<file path="src/rtl/calc_rpn.sv">
// calc_rpn: stack-based (RPN) calculator between board switches/buttons and LEDs.
// Buttons are synchronised and edge-detected, so each press performs one action.
// Operands are pushed from sw onto a DEPTH-entry stack.
// Execute pops the top two entries, runs a DATA_W-bit ALU op and pushes the result.
// Optional build macro: CALC_SAT_EN. When defined, ADD/SUB saturate to signed limits.
// When it is undefined, ADD/SUB wrap modulo 2^DATA_W.
module calc_rpn #(
    parameter int DATA_W = 16,
    parameter int DEPTH  = 8
) (
    input  logic                       clk,
    input  logic                       rst,
    input  logic                       btnc,
    input  logic                       btnd,
    input  logic                       btnu,
    input  logic                       btnl,
    input  logic                       btnr,
    input  logic [2:0]                 op_sel,
    input  logic [DATA_W-1:0]          sw,
    output logic [DATA_W-1:0]          led,
    output logic [$clog2(DEPTH+1)-1:0] depth_cnt,
    output logic                       busy,
    output logic                       err,
    output logic                       zero
);

    localparam int CW = $clog2(DEPTH + 1);
    localparam int AW = (DEPTH > 1) ? $clog2(DEPTH) : 1;
    localparam int SW = $clog2(DATA_W);
    localparam logic [CW-1:0] FULL = CW'(DEPTH);

    // Bit positions in the button vectors; a lower index means lower priority.
    localparam int B_R = 0;
    localparam int B_L = 1;
    localparam int B_C = 2;
    localparam int B_D = 3;
    localparam int B_U = 4;

    localparam logic [2:0] OP_AND = 3'b000;
    localparam logic [2:0] OP_OR  = 3'b001;
    localparam logic [2:0] OP_ADD = 3'b010;
    localparam logic [2:0] OP_SUB = 3'b011;
    localparam logic [2:0] OP_SLT = 3'b100;
    localparam logic [2:0] OP_SLL = 3'b101;
    localparam logic [2:0] OP_SRA = 3'b110;

    typedef enum logic {
        IDLE = 1'b0,
        EXEC = 1'b1
    } state_t;

`ifdef CALC_SAT_EN
    // Clamp a (DATA_W+1)-bit signed sum or difference to the DATA_W signed range.
    // A differing top two bits means the true result left the range.
    function automatic logic [DATA_W-1:0] sat_w(input logic signed [DATA_W:0] s);
        if (s[DATA_W] != s[DATA_W-1]) begin
            return s[DATA_W] ? {1'b1, {(DATA_W-1){1'b0}}} : {1'b0, {(DATA_W-1){1'b1}}};
        end
        return s[DATA_W-1:0];
    endfunction
`endif

    function automatic logic [DATA_W-1:0] do_add(input logic signed [DATA_W-1:0] x,
                                                 input logic signed [DATA_W-1:0] y);
`ifdef CALC_SAT_EN
        logic signed [DATA_W:0] s;
        s = {x[DATA_W-1], x} + {y[DATA_W-1], y};
        return sat_w(s);
`else
        return x + y;
`endif
    endfunction

    function automatic logic [DATA_W-1:0] do_sub(input logic signed [DATA_W-1:0] x,
                                                 input logic signed [DATA_W-1:0] y);
`ifdef CALC_SAT_EN
        logic signed [DATA_W:0] s;
        s = {x[DATA_W-1], x} - {y[DATA_W-1], y};
        return sat_w(s);
`else
        return x - y;
`endif
    endfunction

    // a is the older entry and b is the top entry.
    // Shifts use only the low log2(DATA_W) bits of b.
    function automatic logic [DATA_W-1:0] alu(input logic [DATA_W-1:0] a,
                                              input logic [DATA_W-1:0] b,
                                              input logic [2:0]        op);
        logic signed [DATA_W-1:0] sa;
        logic signed [DATA_W-1:0] sb;
        logic [SW-1:0]            sh;
        logic [DATA_W-1:0]        res;
        sa = a;
        sb = b;
        sh = b[SW-1:0];
        case (op)
            OP_AND:  res = a & b;
            OP_OR:   res = a | b;
            OP_ADD:  res = do_add(sa, sb);
            OP_SUB:  res = do_sub(sa, sb);
            OP_SLT:  res = {{(DATA_W-1){1'b0}}, (sa < sb)};
            OP_SLL:  res = a << sh;
            OP_SRA:  res = sa >>> sh;
            default: res = a ^ b;
        endcase
        return res;
    endfunction

    logic [4:0] btn_raw;
    logic [4:0] sync0_q;
    logic [4:0] sync1_q;
    logic [4:0] prev_q;
    logic [4:0] edge_w;

    state_t            state_q, state_d;
    logic [CW-1:0]     cnt_q, cnt_d;
    logic              err_q, err_d;
    logic [DATA_W-1:0] a_q, a_d;
    logic [DATA_W-1:0] b_q, b_d;
    logic [2:0]        op_q, op_d;

    logic [DATA_W-1:0] led_q, led_d;
    logic [CW-1:0]     depth_q;
    logic              zero_q, zero_d;

    logic              wr_en;
    logic [AW-1:0]     wr_addr;
    logic [DATA_W-1:0] wr_data;
    logic [DATA_W-1:0] stack_q [DEPTH];

    logic [AW-1:0]     cnt_idx;
    logic [AW-1:0]     top_idx;
    logic [AW-1:0]     below_idx;
    logic [DATA_W-1:0] top_w;

    assign btn_raw = {btnu, btnd, btnc, btnl, btnr};
    assign edge_w  = sync1_q & ~prev_q;

    // Stack indices are derived from the count.
    // cnt_idx is only used when the stack is not full, so truncation is harmless.
    assign cnt_idx   = AW'(cnt_q);
    assign top_idx   = AW'(cnt_q - CW'(1));
    assign below_idx = AW'(cnt_q - CW'(2));
    assign top_w     = (cnt_q != '0) ? stack_q[top_idx] : '0;

    // Two-flop synchroniser plus previous-value flop per button.
    always_ff @(posedge clk or posedge rst) begin
        if (rst) begin
            sync0_q <= '0;
            sync1_q <= '0;
            prev_q  <= '0;
        end else begin
            sync0_q <= btn_raw;
            sync1_q <= sync0_q;
            prev_q  <= sync1_q;
        end
    end

    // Next-state logic for the FSM, stack count, error flag and stack write port.
    // Edges are resolved by fixed priority in IDLE and dropped entirely in EXEC.
    always_comb begin
        state_d = state_q;
        cnt_d   = cnt_q;
        err_d   = err_q;
        a_d     = a_q;
        b_d     = b_q;
        op_d    = op_q;
        wr_en   = 1'b0;
        wr_addr = cnt_idx;
        wr_data = sw;
        case (state_q)
            IDLE: begin
                if (edge_w[B_U]) begin
                    cnt_d = '0;
                    err_d = 1'b0;
                end else if (edge_w[B_D]) begin
                    if (cnt_q >= CW'(2)) begin
                        a_d     = stack_q[below_idx];
                        b_d     = stack_q[top_idx];
                        op_d    = op_sel;
                        state_d = EXEC;
                    end else begin
                        err_d = 1'b1;
                    end
                end else if (edge_w[B_C]) begin
                    if (cnt_q == FULL) begin
                        err_d = 1'b1;
                    end else begin
                        wr_en   = 1'b1;
                        wr_addr = cnt_idx;
                        wr_data = sw;
                        cnt_d   = cnt_q + CW'(1);
                    end
                end else if (edge_w[B_L]) begin
                    if (cnt_q == '0) begin
                        err_d = 1'b1;
                    end else begin
                        cnt_d = cnt_q - CW'(1);
                    end
                end else if (edge_w[B_R]) begin
                    if ((cnt_q == '0) || (cnt_q == FULL)) begin
                        err_d = 1'b1;
                    end else begin
                        wr_en   = 1'b1;
                        wr_addr = cnt_idx;
                        wr_data = top_w;
                        cnt_d   = cnt_q + CW'(1);
                    end
                end
            end
            EXEC: begin
                wr_en   = 1'b1;
                wr_addr = below_idx;
                wr_data = alu(a_q, b_q, op_q);
                cnt_d   = cnt_q - CW'(1);
                state_d = IDLE;
            end
            default: state_d = IDLE;
        endcase
    end

    // Control state register.
    // An asynchronous reset mid-EXEC returns the FSM to IDLE, so no write-back happens.
    always_ff @(posedge clk or posedge rst) begin
        if (rst) begin
            state_q <= IDLE;
            cnt_q   <= '0;
            err_q   <= 1'b0;
        end else begin
            state_q <= state_d;
            cnt_q   <= cnt_d;
            err_q   <= err_d;
        end
    end

    // Operand and opcode latches for EXEC; these are pure data and are not reset.
    always_ff @(posedge clk) begin
        a_q  <= a_d;
        b_q  <= b_d;
        op_q <= op_d;
    end

    // Stack storage; contents are don't-care after reset.
    always_ff @(posedge clk) begin
        if (wr_en) begin
            stack_q[wr_addr] <= wr_data;
        end
    end

    // The LED view of top-of-stack is zero when the stack is empty.
    always_comb begin
        led_d  = top_w;
        zero_d = (cnt_q != '0) && (top_w == '0);
    end

    // ---- output stage: registered view of the committed stack state ----
    // Output register: led, depth_cnt and zero lag the stack state by one cycle.
    always_ff @(posedge clk or posedge rst) begin
        if (rst) begin
            led_q   <= '0;
            depth_q <= '0;
            zero_q  <= 1'b0;
        end else begin
            led_q   <= led_d;
            depth_q <= cnt_q;
            zero_q  <= zero_d;
        end
    end

    assign led       = led_q;
    assign depth_cnt = depth_q;
    assign zero      = zero_q;
    assign err       = err_q;
    assign busy      = (state_q == EXEC);

endmodule

</file>
<file path="config.mk">
export PLATFORM = sky130hd
export DESIGN_NAME = calc_rpn
export DESIGN_NICKNAME = d
export VERILOG_FILES = /design/src/rtl/calc_rpn.sv
export SDC_FILE = /design/constraint.sdc
export NUM_CORES = 1
export LEC_CHECK = 0
export ABC_CLOCK_PERIOD_IN_PS = 5410
export CORE_MARGIN = 8
export CORE_UTILIZATION = 55
export CTS_BUF_LIST = sky130_fd_sc_hd__clkbuf_16
export DETAILED_ROUTE_END_ITERATION = 10
export PLACE_DENSITY = 0.7
export SETUP_SLACK_MARGIN = 0.5
export SLEW_MARGIN = 10
export SYNTH_ARGS = -nofsm -noshare
export SYNTH_HDL_FRONTEND = slang
export SYNTH_SLANG_ARGS = --single-unit
</file>
<file path="constraint.sdc">
create_clock -name clk -period 5.41 [get_ports clk]
set_clock_uncertainty 0.1 [all_clocks]
set_input_delay 1.082 -clock clk [delete_from_list [all_inputs] [get_ports clk]]
set_output_delay 1.082 -clock clk [all_outputs]
set_load 0.01 [all_outputs]
</file>
Yosys cells after proc, flatten, opt, wreduce, memory -nomap -nowiden
Memory sizes are Yosys's and may differ from the RTL's. A register that Yosys moved wholly into a read port is not among the register bits. Index checks and enable logic that the tools add are counted.

Register bits after elaboration: 61. Memories: 1. Output and inout port bits: 23. Memory bits (writable): 128. Word-level logic and storage cells: 96. Input port bits: 26.

Memory list: stack_q (words 8, width 16, read ports 2, clocked after Yosys merged registers in 1, write ports 1, line 130) `logic [DATA_W-1:0] stack_q [DEPTH];`.

Bitwise logic cells: 7. Shift operators: 2. Mux-type cells: 42. Equal/unequal tests: 15. Reductions and logical operators: 11. Order comparisons: 2. Add/subtract/negate cells: 5.

Operators by type and width (count): 16-bit two-way mux (7); 16-bit case mux with 7 select lines (1); 4-bit two-way mux (8); 16-bit case mux with 2 select lines (1); 1-bit two-way mux (21); 16-bit adder (1); 16-bit AND (1); 16-bit logical NOT (1); 16-bit less-than comparator (1); 16-bit bitwise OR (1); 16-bit by 4-bit left shift with 16-bit output (1); 16-bit by 4-bit >>> shifter with 16-bit output (1); 16-bit subtractor (1); 16-bit bitwise XOR (1); 5-bit inequality test, second input constant (3); 5-bit nonzero test (2); 3-bit == test, second input constant (3); 4-bit case mux with 2 select lines (1); 3-bit by 2-bit == test with 1-bit output, second input constant (2); 3-bit inequality test, second input constant (2); 3-bit case mux with 2 select lines (1); 6-bit AND reduction (1); 5-bit AND (1); 5-bit by 1-bit inequality test with 1-bit output, second input constant (1); other kinds (18) (20).

Longest topological paths before layout
Gate-level depths: netlist (run 1).

Depth in word-level cells: 11. Mapped depth: 15. Mapped depth without buffers: 11.

Worst setup path before layout (run 1)
No wires, ideal clock.

Kind: register -> register. Start: reg cnt_q[0]. End: reg a_q[0] (read register of stack_q) (enable). Stages on the path, launching flop included: 9. Buffers on the path: 4. Setup time: 0.471 ns. Path slack: 1.079 ns. Required time: 4.839 ns. Data arrival time: 3.760 ns. Clock period less this slack: 4.331 ns. Cells stage by stage: dfrtp_1 buf_6 buf_6 buf_4 buf_2 inv_1 ha_1 nor4_1 nor3_1.

Cells in the longest elaborated chain, start to end: 2. Elaborated cells between the ends (all ways): 3. Classes of those cells: add/sub: 1; order compare: 1; reduce/logical: 1.

Ends and longest elaborated chain: start, declared (line 117) `logic [CW-1:0] cnt_q, cnt_d;`; start signal, assigned (line 232) `cnt_q <= cnt_d;`; 4-bit by 2-bit greater-or-equal comparator with 1-bit output (line 178) `if (cnt_q >= CW'(2)) begin`; 4-bit AND reduction (no line); end, declared (line 119) `logic [DATA_W-1:0] a_q, a_d;`.

Parallel ways exist; a longest one is shown, timed or not. A chain may end at the register's enable or synchronous reset.

Worst setup path after layout (run 1)
Start: reg cnt_q[1]. End: mem stack_q[6][9] (data pin).

Cells in the longest elaborated chain, start to end: 10. Elaborated cells between the ends (all ways): 14. Classes of those cells: add/sub: 1; eq/ne: 1; mux: 8; reduce/logical: 3; memory: 1.

Ends and longest elaborated chain: 4-bit by 1-bit subtractor with 4-bit output; memory 8 x 16 bit; 16-bit two-way mux (line 145) `assign top_w = (cnt_q != '0) ? stack_q[top_idx] : '0;`; 16-bit two-way mux (*) (line 202) `if ((cnt_q == '0) || (cnt_q == FULL)) begin`; 16-bit two-way mux (*) (line 201) `end else if (edge_w[B_R]) begin`; 16-bit two-way mux (*) (line 195) `end else if (edge_w[B_L]) begin`; 16-bit two-way mux (*) (line 186) `end else if (edge_w[B_C]) begin`; 16-bit two-way mux (*) (line 177) `end else if (edge_w[B_D]) begin`; 16-bit two-way mux (*) (line 174) `if (edge_w[B_U]) begin`; 16-bit case mux with 2 select lines (*) (line 172) `case (state_q)`; net wr_data[9] (line 129) `logic [DATA_W-1:0] wr_data;`; end, declared (line 130).

Mark *: on every way through the listed nets, which the timed path passes. The rest lies on a longest branch.

==> qor.csv, run 1 <==
stage,metric,value,unit
worst_setup_path,slowest cell delay on critical path,1.02,ns
sta,Tmin final,4.37,ns
worst_setup_path,WS Path Type,flip-flop to flip-flop,
worst_setup_path,Critical Path RT,5.48,ns
worst_setup_path,worst reg2reg path endpoint,stack_q[6][9],
cts,root buf cell,clkbuf_16,
routing,drt first pass iters,5,
place,dpl hpwl,26900,um
yosys,"FFs w/ async S/R, synth",20.5,%
cts,CTS tree,done,
floorplanning,I/O pin count,49,
worst_setup_path,CP max stage cell,dfrtp_2,
yosys,Post-synth top cells,"edfxtp_1, nand2_1, nor2_1",
routing,vias per std cell,6.38,
worst_setup_path,CP startpoint,cnt_q[1],
place,"worst slack, placed",1.22,ns
floorplanning,Die Wd,169,um
worst_setup_path,r2r setup slk,1.04,ns
sta,final worst path period share,80.8,%
worst_setup_path,Critical Path Sink Type,flip-flop,
power_and_ir_drop,clock share of power,19.3,%
cts,Clock Pin Slew Worst Setup and Hold Paths,0.06,ns
cts,H-tree Lvls,1,
cts,Num CTS Buffers,22,
floorplanning,Die Y,169,um
routing,routed wire length,36300,um
sta,Final WS setup,1.04,ns
cts,CTS max path bufs,3,
floorplanning,CORE AREA,23200,um^2
place,IO buf count,48,
final_layout,Layout area overhead,11.1,%
worst_hold_path,worst hold start,sync0_q[2],
routing,1st-iter DRT viols,1028,
worst_hold_path,Hold Path Depth,0,
worst_setup_path,r2r startpoint,cnt_q[1],
power_and_ir_drop,pwr dens,529,nW/um^2
floorplanning,Initial Util,55.2,%
routing,vias,9325,
routing,DR DRC count,0,
sta,Final setup viols,0,
routing,routed len/inst,24.8,um
final_layout,Filler cells,1862,
final_layout,# diodes,0,
power_and_ir_drop,Seq pwr share,32.5,%
global_route,All-Layer GR Usage,25.4,%
global_route,number of global-route vias before repair,9071,
place,gpl congestion,1.02,
yosys,"count leader, synth",edfxtp_1,
floorplanning,Row Count,56,
sta,max_slew headroom,29.7,%
sta,"Hold Violations, Final",0,
cts,worst skew pair latency,0.50,ns
sta,Fmax,0.229,GHz
yosys,synthesized flop and latch total,205,
place,Cells after DPL,1423,
cts,clk sinks,205,
power_and_ir_drop,Lkg Pwr,5.27,nW
power_and_ir_drop,Comb power frac,48.3,%
cts,post-CTS setup buffer count,0,
yosys,"Top FF cell, synth",edfxtp_1,
yosys,sequential share of the synthesized area,46.5,%
cts,hold_buf cts,0,
power_and_ir_drop,P_sw,3.03,mW
sta,setup TNS,0,ns
final_layout,NumNets Final,1216,
final_layout,layout cells sized above 1,15.0,%
power_and_ir_drop,Sw Share,40.3,%
routing,ANT nets after route,0,
global_route,initial antenna violation count,0,
sta,RSZ-0062 raised after global routing,no,
yosys,Yosys cell types,76,
global_route,grt total ovfl,0,
cts,Resize count post-CTS,0,
yosys,Syn Inst Count,1106,
status,status,"complete, no violations",
place,Placed Area,13500,um^2
global_route,largest net degree at the start of global routing,45,
final_layout,Finished Layout Cells,1462,
worst_hold_path,Min-Delay Endpoint,sync1_q[2],
sta,max-slew violation count,0,
yosys,synthesized area per cell,11.6,um^2
worst_setup_path,"Data arrival, critical path",4.45,ns
yosys,Synth area leaders,"edfxtp_1, mux4_2, dfrtp_1, ha_1, nand2_1",
worst_setup_path,startpoint types,flip-flop,
job,maxcap violations,0,
yosys,largest area contributor in the netlist,edfxtp_1,
power_and_ir_drop,worst vdd ir,0.358,mV
yosys,share of Yosys cell area claimed by the top area cell type,38.2,%
power_and_ir_drop,P_int,4.50,mW
yosys,synthesized area,12800,um^2
worst_hold_path,worst hold-check path type,flip-flop to flip-flop,
worst_setup_path,crit path max fanout,44,
worst_setup_path,crit-path cells,"inv_1, ha_1, nor2b_1, nor3_1, and4_1, nor2_1, a21oi_1, o21ai_0, a31oi_1",
worst_setup_path,reg2reg path depth,9,
yosys,Post-synth EDFFs,163,
sta,Slew @ Worst Pin,1.05,ns
floorplanning,DIE AREA,28400,um^2
yosys,synth warn,0,
global_route,first-pass GRT wire length,55000,um
final_layout,"final std cell area, no fill",14200,um^2
yosys,net count after synthesis,1194,
-- flip-flops by register name, summed over array words and instances, names as in the netlist --
signal / count
zero: 1
a_q: 16
err: 1
prev_q: 5
busy: 1
depth_cnt: 4
sync1_q: 5
stack_q: 128
sync0_q: 5
b_q: 16
cnt_q: 4
op_q: 3
led: 16
-- logic make-up (layout without fill, tap and decap cells) --
kind of cell,Yosys count,count (layout),synth area share (%)
flip-flops,205,205,46.5
buffers and inverters,142,179,4.74
AND/OR/NAND/NOR,315,315,11.2
XOR/XNOR,11,11,0.811
AO/OA/AOI/OAI,246,246,13.1
adder cells (fa/ha/maj),62,62,6.18
multiplexers,125,125,17.6
-- power by group through the flow --
stage | Combinational, mW | Sequential [mW] | Clock [mW]
CTS | 3.60 | 2.44 | 1.47
floorplan | 2.60 | 2.32 | 0
global placement | 3.54 | 2.46 | 0
detailed placement | 3.58 | 2.47 | 0
finish | 3.63 | 2.45 | 1.45
global route | 3.91 | 2.48 | 1.53
-- cell usage in the layout, fill, tap and decap left out, types with 8 or more instances in the layout --
| cell type | n |
|---|---|
| a221oi_1 | 10 |
| nand2_1 | 117 |
| or2_2 | 8 |
| buf_4 | 26 |
| o211ai_1 | 16 |
| a21oi_1 | 54 |
| a31oi_1 | 13 |
| inv_1 | 67 |
| ha_1 | 60 |
| mux2_2 | 13 |
| o22ai_1 | 8 |
| dfrtp_1 | 40 |
| o21a_1 | 9 |
| nand2b_1 | 12 |
| nor2_1 | 91 |
| nor2b_1 | 13 |
| mux2i_1 | 33 |
| mux4_2 | 78 |
| a211oi_1 | 14 |
| nand3_1 | 12 |
| edfxtp_1 | 163 |
| clkdlybuf4s50_1 | 48 |
| o21ai_0 | 50 |
| clkbuf_16 | 23 |
| nor3_1 | 25 |
-- worst max-delay path, delay by kind of cell, from the launching register on --
kind / cells / cell delay [ns]
adder cells (fa/ha/maj): 1 / 0.37
buffers and inverters: 1 / 0.32
AND/OR/NAND/NOR: 4 / 1.24
flip-flops: 1 / 1.02
AO/OA/AOI/OAI: 3 / 0.99
-- cell type report --
class / instances / area, um^2 / share of cell area [%]
Clock buffer: 23 / 576 / 4.05
Clock inverter: 16 / 125 / 0.880
Inverter: 66 / 248 / 1.74
Multi-Input combinational cell: 759 / 6250 / 43.9
Sequential cell: 205 / 5950 / 41.8
Tap cell: 319 / 399 / 2.81
Timing Repair Buffer: 74 / 676 / 4.75
-- layer usage --
| metal | GRT usage (%) | part of all wire (%) | vias up |
|---|---|---|---|
| met2 | 43.3 | 50 | 386 |
| met5 | 0 | 0 | - |
| li1 | - | - | 4226 |
| met1 | 33.3 | 40 | 4638 |
| met4 | 9.24 | 3.6 | 0 |
| met3 | 2.49 | 6.5 | 75 |
-- metrics by stage --
| stage | utilization, % | power, mW | hold WS [ns] |
|---|---|---|---|
| floorplan | - | 4.92 | 0.231 |
| global route | 61.3 | 7.92 | 0.254 |
| detailed placement | 58.3 | 6.05 | 0.236 |
| global placement | 58.3 | 6.00 | 0.233 |
| finish | 61.3 | 7.53 | 0.247 |
| CTS | 61.3 | 7.51 | 0.249 |
-- worst max-delay path by stage --
stage               endpoint  slack [ns]  cells past startpoint
3_3_place_gp   stack_q[0][9]        1.35                      9
3_5_place_dp   stack_q[2][9]        1.22                      9
4_1_cts        stack_q[6][9]        1.15                      9
6_report       stack_q[6][9]        1.04                      9
5_1_grt        stack_q[4][3]        0.82                      8
2_1_floorplan         a_q[0]        1.08                      8
(Power assumes the default switching activity.)
==> run 2: changes to the inputs <==
--- a/config.mk
+++ b/config.mk
@@ -5,7 +5,7 @@
 export SDC_FILE = /design/constraint.sdc
 export NUM_CORES = 1
 export LEC_CHECK = 0
-export ABC_CLOCK_PERIOD_IN_PS = 5410
+export ABC_CLOCK_PERIOD_IN_PS = 4050
 export CORE_MARGIN = 8
 export CORE_UTILIZATION = 55
 export CTS_BUF_LIST = sky130_fd_sc_hd__clkbuf_16
==> constraint.sdc (replaced) <==
create_clock -name clk -period 4.05 [get_ports clk]
set_clock_uncertainty 0.1 [all_clocks]
set_input_delay 0.81 -clock clk [delete_from_list [all_inputs] [get_ports clk]]
set_output_delay 0.81 -clock clk [all_outputs]
set_load 0.01 [all_outputs]
==> qor.csv, run 2 (synthesis gave the netlist of run 1 again) <==
stage,metric,value,unit
status,status,"complete, no violations",
sta,setup TNS,0,ns
worst_setup_path,"Data arrival, critical path",3.59,ns
place,Placed Area,13700,um^2
place,IO buf count,48,
cts,hold_buf cts,0,
power_and_ir_drop,worst vdd ir,0.455,mV
place,dpl hpwl,27000,um
floorplanning,Die Wd,169,um
worst_setup_path,CP max stage cell,edfxtp_1,
cts,CTS max path bufs,3,
final_layout,Layout area overhead,13.5,%
worst_hold_path,worst hold-check path type,flip-flop to flip-flop,
routing,1st-iter DRT viols,1053,
global_route,largest net degree at the start of global routing,73,
sta,Fmax,0.295,GHz
routing,vias per std cell,6.58,
cts,H-tree Lvls,1,
sta,Final setup viols,0,
worst_setup_path,Critical Path Sink Type,flip-flop,
sta,Slew @ Worst Pin,1.01,ns
cts,root buf cell,clkbuf_16,
global_route,initial antenna violation count,0,
worst_setup_path,slowest cell delay on critical path,0.57,ns
power_and_ir_drop,pwr dens,711,nW/um^2
worst_setup_path,Critical Path RT,4.25,ns
final_layout,Finished Layout Cells,1492,
routing,drt first pass iters,5,
floorplanning,CORE AREA,23200,um^2
sta,RSZ-0062 raised after global routing,no,
floorplanning,Die Y,169,um
worst_setup_path,"delay-heaviest family, CP",compound AO/OA/AOI/OAI gates,
place,gpl congestion,1.04,
power_and_ir_drop,Lkg Pwr,5.44,nW
cts,Num CTS Buffers,22,
sta,max-slew violation count,0,
sta,final worst path period share,83.8,%
routing,DR DRC count,0,
floorplanning,DIE AREA,28400,um^2
final_layout,"most common cell after layout, fill and taps aside",edfxtp_1,
routing,vias,9813,
routing,routed wire length,38200,um
sta,max_slew headroom,31.7,%
global_route,first-pass GRT wire length,57400,um
floorplanning,Row Count,56,
floorplanning,Initial Util,55.2,%
sta,"Hold Violations, Final",0,
cts,worst skew pair latency,0.51,ns
final_layout,Filler cells,1835,
routing,ANT nets after route,0,
final_layout,"final std cell area, no fill",14500,um^2
worst_setup_path,crit-path cells,"inv_1, ha_1, or3_4, or3_1, a31oi_2, o211a_1, o31ai_1, a211oi_1, o32a_1",
worst_setup_path,worst path bufs/invs,1,
final_layout,most frequent cells in the layout,"edfxtp_1, nand2_1, nor2_1",
place,Cells after DPL,1446,
cts,CTS tree,done,
final_layout,Largest Register,stack_q,
sta,Tmin final,3.39,ns
cts,clk sinks,205,
floorplanning,I/O pin count,49,
job,maxcap violations,0,
final_layout,Largest register FFs,128,
power_and_ir_drop,Power Total,10.3,mW
routing,routed len/inst,25.6,um
global_route,number of global-route vias before repair,9554,
worst_setup_path,crit path max fanout,10,
global_route,grt total ovfl,0,
final_layout,NumNets Final,1244,
global_route,All-Layer GR Usage,26.5,%
cts,Clock Pin Slew Worst Setup and Hold Paths,0.06,ns
final_layout,layout cells sized above 1,17.8,%
worst_setup_path,WS Path Type,flip-flop to flip-flop,
worst_setup_path,startpoint types,flip-flop,
## run 2: cell count changes in the layout (fill, tap and decap cells not counted), sizes merged
cell      previous run  this run
diode                0         1
clkinv               9         7
inv                 70        74
buf                 26        54
clkinvlp             1         0
## run 2: metal layers
| metal | global-route usage, % | routed length (um) | part of all wire (%) | vias up |
|---|---|---|---|---|
| met5 | 0 | 0 | 0 | - |
| met1 | 35.5 | 15200 | 40 | 4856 |
| met4 | 11.7 | 1700 | 4.4 | 0 |
| met2 | 43.2 | 18100 | 47 | 556 |
| met3 | 3.12 | 3180 | 8.3 | 107 |
| li1 | - | - | - | 4294 |
## run 2: layout make-up
type / count / area (um^2) / area share (%)
tap: 319 / 399 / 2.75
timing repair buffer: 102 / 915 / 6.30
clock buffer: 23 / 576 / 3.96
antenna: 1 / 2.50 / 0.0172
inverter: 66 / 248 / 1.71
multi-input combinational: 759 / 6300 / 43.4
sequential: 205 / 5950 / 41.0
clock inverter: 17 / 129 / 0.887
## run 2: final timing paths
| path | cells after the start | start | slack, ns | to |
|---|---|---|---|---|
| max reg2reg | 9 | a_q[8] | 0.66 | stack_q[1][14] |
| min reg2reg | 0 | sync0_q[4] | 0.25 | sync1_q[4] |
| max in group asynchronous | 2 | rst | 2.40 | cnt_q[0] |
| max | 9 | a_q[8] | 0.66 | stack_q[1][14] |
| min in group asynchronous | 2 | rst | 0.74 | sync0_q[3] |
| min | 0 | sync0_q[4] | 0.25 | sync1_q[4] |
## run 2: timing repair
item	in CTS	in global routing
resized for setup	2	8
setup endpoints to repair	16	72
setup buffers	0	5
pin swaps	0	1
gates cloned	0	0
## run 2: stage by stage
| stage | setup slack [ns] | hold slack [ns] | util (%) |
|---|---|---|---|
| floorplan | 0.519 | 0.231 | - |
| global placement | 0.595 | 0.234 | 59.2 |
| detailed placement | 0.453 | 0.236 | 59.2 |
| CTS | 0.512 | 0.248 | 62.3 |
| global route | 0.498 | 0.254 | 62.6 |
| finish | 0.656 | 0.248 | 62.6 |
## run 2: power by group
part / switching (mW) / internal [mW] / total [mW] / leakage [nW]
Clock: 0.804 / 1.15 / 1.96 / 0.377
Combinational: 3.13 / 2.12 / 5.26 / 3.07
Sequential: 0.251 / 2.87 / 3.12 / 1.99
